File: src/rtl/mux_64b_8to1_reg.sv
// Registered 8:1 word multiplexer for the ALU result-select stage.
// The selected bus, its select code and a valid flag appear one clock after capture.
module mux_64b_8to1_reg #(
    parameter int               WIDTH     = 64,
    parameter logic [WIDTH-1:0] RESET_VAL = '0
) (
    input  logic             clk,
    input  logic             rst,
    input  logic [WIDTH-1:0] A,
    input  logic [WIDTH-1:0] B,
    input  logic [WIDTH-1:0] C,
    input  logic [WIDTH-1:0] D,
    input  logic [WIDTH-1:0] E,
    input  logic [WIDTH-1:0] F,
    input  logic [WIDTH-1:0] G,
    input  logic [WIDTH-1:0] H,
    input  logic [2:0]       S,
    input  logic             in_valid,
    output logic [WIDTH-1:0] Output,
    output logic             out_valid,
    output logic [2:0]       sel_q
);

    logic [WIDTH-1:0] sel_data;
    logic [WIDTH-1:0] out_data_d;
    logic [WIDTH-1:0] out_data_q;
    logic             out_valid_d;
    logic             out_valid_q;
    logic [2:0]       sel_d;

    // Only an unknown select reaches the default; synthesis treats it as don't-care.
    always_comb begin
        sel_data = '0;
        case (S)
            3'b000:  sel_data = A;
            3'b001:  sel_data = B;
            3'b010:  sel_data = C;
            3'b011:  sel_data = D;
            3'b100:  sel_data = E;
            3'b101:  sel_data = F;
            3'b110:  sel_data = G;
            3'b111:  sel_data = H;
            default: sel_data = {WIDTH{1'bx}};
        endcase
    end

    always_comb begin
        out_data_d  = out_data_q;
        sel_d       = sel_q;
        out_valid_d = 1'b0;
        if (in_valid) begin
            out_data_d  = sel_data;
            sel_d       = S;
            out_valid_d = 1'b1;
        end
    end

    always_ff @(posedge clk) begin
        if (rst) begin
            out_data_q  <= RESET_VAL;
            out_valid_q <= 1'b0;
            sel_q       <= 3'b000;
        end else begin
            out_data_q  <= out_data_d;
            out_valid_q <= out_valid_d;
            sel_q       <= sel_d;
        end
    end

    assign Output    = out_data_q;
    assign out_valid = out_valid_q;

endmodule

File: config.mk
export PLATFORM = sky130hd
export DESIGN_NAME = mux_64b_8to1_reg
export DESIGN_NICKNAME = d
export VERILOG_FILES = /design/src/rtl/mux_64b_8to1_reg.sv
export SDC_FILE = /design/constraint.sdc
export NUM_CORES = 1
export LEC_CHECK = 0
export CAP_MARGIN = 20
export CORE_AREA = 2 2 226 228
export CTS_BUF_LIST = sky130_fd_sc_hd__clkbuf_4
export DETAILED_ROUTE_END_ITERATION = 10
export DIE_AREA = 0 0 228 230
export GPL_ROUTABILITY_DRIVEN = 0
export HOLD_SLACK_MARGIN = 0.02
export PLACE_DENSITY = 0.4
export SLEW_MARGIN = 20
export SYNTH_ARGS = -nofsm -noshare
export SYNTH_HDL_FRONTEND = slang
export SYNTH_SLANG_ARGS = --single-unit
File: constraint.sdc
create_clock -name clk -period 1.8 [get_ports clk]
set_input_delay 0.36 -clock clk [delete_from_list [all_inputs] [get_ports clk]]
set_output_delay 0.36 -clock clk [all_outputs]
set_load 0.02 [all_outputs]
==> run_results.csv <==
group,metric,value,unit
clocking,ctsHoldBuffers,0,
die,row_count,82,
pwr,internal_power,3.548,mW
worst_setup_path,worst_ep_required_time,1.44,ns
clocking,postCtsResizedCells,68,
pwr,clockPowerShare,17.8,%
die,die_w,228,um
die,dieArea,0.05244,mm2
clocking,numCtsBuffers,9,
cells_and_area,final_common_cell,"clkdlybuf4s50_1",
placement,post-place-cells,1981,
sta,final_max_slew_viol_count,0,
clocking,clock-sinks,68,
global_route,grt_pass1_wl,59.14,mm
clocking,cts_max_path_buffers,2,
worst_setup_path,worstPathMaxFanout,2,
clocking,tritoncts,"yes",
clocking,post-cts-setup-buffer-count,0,
cells_and_area,final_nets,1838,
yosys,synth.distinct_cells,21,
yosys,synth_nets,1261,
sta,period_share,91.54,%
pwr,switching_share,33.77,%
pwr,switchingPower,1.809,mW
clocking,clock_latency,0.49,ns
global_route,track_usage,15.14,%
die,num_io_pins,586,
drt,detail-route-antenna-nets,0,
die,initial_core_util,12.34,%
drt,drt_pass1_iterations,4,
worst_setup_path,start_kind,"flop",
worst_setup_path,cp_cell_sequence,"dlygate4sd2_1",
die,die_y,230,um
pwr,pwr-share-comb,50.8,%
pwr,power_density,406.0,mW/mm2
worst_setup_path,critPathArrivalTime,1.29,ns
yosys,ys_ff_latch,68,
placement,dp_hpwl,33.09,mm
yosys,ys_seq_area_share,22.12,%
sta,whs,0.4114,ns
placement,port_buffers,585,
drt,wirelength,40.70,mm
cells_and_area,fin_cells,2000,
global_route,antenna_found_initial,3,
clocking,cts-root-buf,"clkbuf_4",
cells_and_area,fillers,5457,
job,maxCapViolCount,0,
pwr,vdd_drop_max,0.1787,mV
global_route,gr-total-overflow,0,
clocking,cts_max_level,3,
sta,finalSetupViolCount,0,
yosys,syn_inst,743,
sta,fin_worst_skew,0,ns
status,status,"finished, final reports clean",
sta,hold_viol_final,0,
global_route,grt_max_degree,52,
yosys,syn-cell-area,0.006153,mm2
worst_setup_path,slowest_stage,"dfxtp_1",
sta,timing.fmax,0.6069,GHz
worst_setup_path,critPathCaptureType,"output port",
drt,wire_per_inst,20.35,um
sta,period_minus_slack,1.648,ns
min_path,hold_class,"in -> reg",
yosys,synth_area_per_cell,8.282,um2
drt,routed_via_density,4.104,
die,core_area,0.04986,mm2
cells_and_area,area_delta_synth_final,114.4,%
pwr,p_seq_share,31.4,%
worst_setup_path,crit_type,"reg -> out",
yosys,yosys_warnings,0,
drt,drt_iter0_markers,256,
worst_setup_path,worst-path-buf-inv,1,
sta,slew_headroom,67.09,%
worst_setup_path,crit_path_max_incr_delay,0.41,ns
cells_and_area,layout_common_cells,"clkdlybuf4s50_1 (514), mux2i_1 (193), nand2_1 (128)",
sta,worst_pin_slew,0.4907,ns
pwr,p_leak,5.733,nW
global_route,grt_pass1_vias,8942,
drt,drc,0,
cells_and_area,layout-drive-gt1-share,6.269,%
clocking,clk_pin_slew,0.13,ns
drt,vias,8207,
worst_setup_path,cp_top_family,"flip-flops",
## routing by layer
| layer | track usage [%] | part of all wire (%) |
|---|---|---|
| met1 | 16.54 | 39 |
| met2 | 28.34 | 52 |
| met3 | 4.489 | 6.8 |
| met4 | 3.942 | 1.9 |
| met5 | 0 | 0 |
## cell families after synthesis
kind of cell	Yosys count	synth area share, %
flops	68	22.12
compound gates	193	24.56
simple gates	156	10.70
mux	193	31.39
buf+inv	133	11.22
## worst register-to-register path, stage by stage, from the launching register on
cell	delay [ns]
dfxtp_1	0.34
mux2i_1	0.12
nor2_1	0.05
## through the flow
| step | cell area (um2) | TNS, ns | power (mW) | setup slack (ns) | utilization (%) |
|---|---|---|---|---|---|
| after global routing | 13190 | -0.003070 | 5.737 | -0.003070 | 26.46 |
| after detailed placement | 13170 | -0.1044 | 4.551 | -0.1044 | 26.41 |
| final | 13200 | 0 | 5.357 | 0.1524 | 26.46 |
| after CTS | 13190 | 0 | 5.520 | 0.03055 | 26.44 |
| after floorplan | 6153 | 0 | 2.697 | 0.3454 | - |
| after global placement | 13170 | -0.08892 | 4.549 | -0.08892 | 26.41 |
## power groups by stage
stage,clock [mW],combinational (mW),sequential [mW]
2_1_floorplan,0,0.848,1.85
3_3_place_gp,0,2.83,1.71
3_5_place_dp,0,2.83,1.72
4_1_cts,1.08,2.76,1.68
5_1_grt,1.12,2.92,1.70
6_report,0.956,2.72,1.68
## flip-flops by register name, indices dropped and copies added (netlist names)
| register | flops |
|---|---|
| Output | 64 |
| out_valid | 1 |
| sel_q | 3 |
## final timing paths
path / from / endpoint / slack, ns / cells past startpoint
worst min register to register: Output[7] / Output[7] / 0.44 / 2
worst min-delay path: S[1] / sel_q[1] / 0.41 / 4
worst max register to register: sel_q[0] / sel_q[0] / 1.19 / 2
worst max-delay path: Output[47] / Output[47] / 0.15 / 1
## synth_stat cells (all sizes together)
library cell | instances | area share (%)
nor2 | 5 | 0.31
o221ai | 63 | 9.0
nor4 | 1 | 0.10
o311ai | 1 | 0.14
inv | 53 | 3.2
a221oi | 51 | 7.3
nand2b | 2 | 0.20
nand2 | 129 | 7.9
or3 | 1 | 0.10
nand4 | 1 | 0.10
buf | 44 | 5.8
mux2i | 193 | 31
a211oi | 13 | 1.6
nor3b | 14 | 1.7
o22ai | 65 | 6.6
dfxtp | 68 | 22
clkbuf | 36 | 2.2
nor2b | 3 | 0.31
## area by class of cell
class	count	area (um2)	share of cell area, %
Clock buffer	11	82.58	0.6258
Clock inverter	4	17.52	0.1328
Sequential cell	68	1361	10.32
Antenna cell	4	10.01	0.07586
Inverter	53	198.9	1.508
Multi-Input combinational cell	542	4130	31.30
Timing Repair Buffer	646	6554	49.67
Tap cell	672	840.8	6.372
No activity file was read; power rests on OpenSTA's default activity.
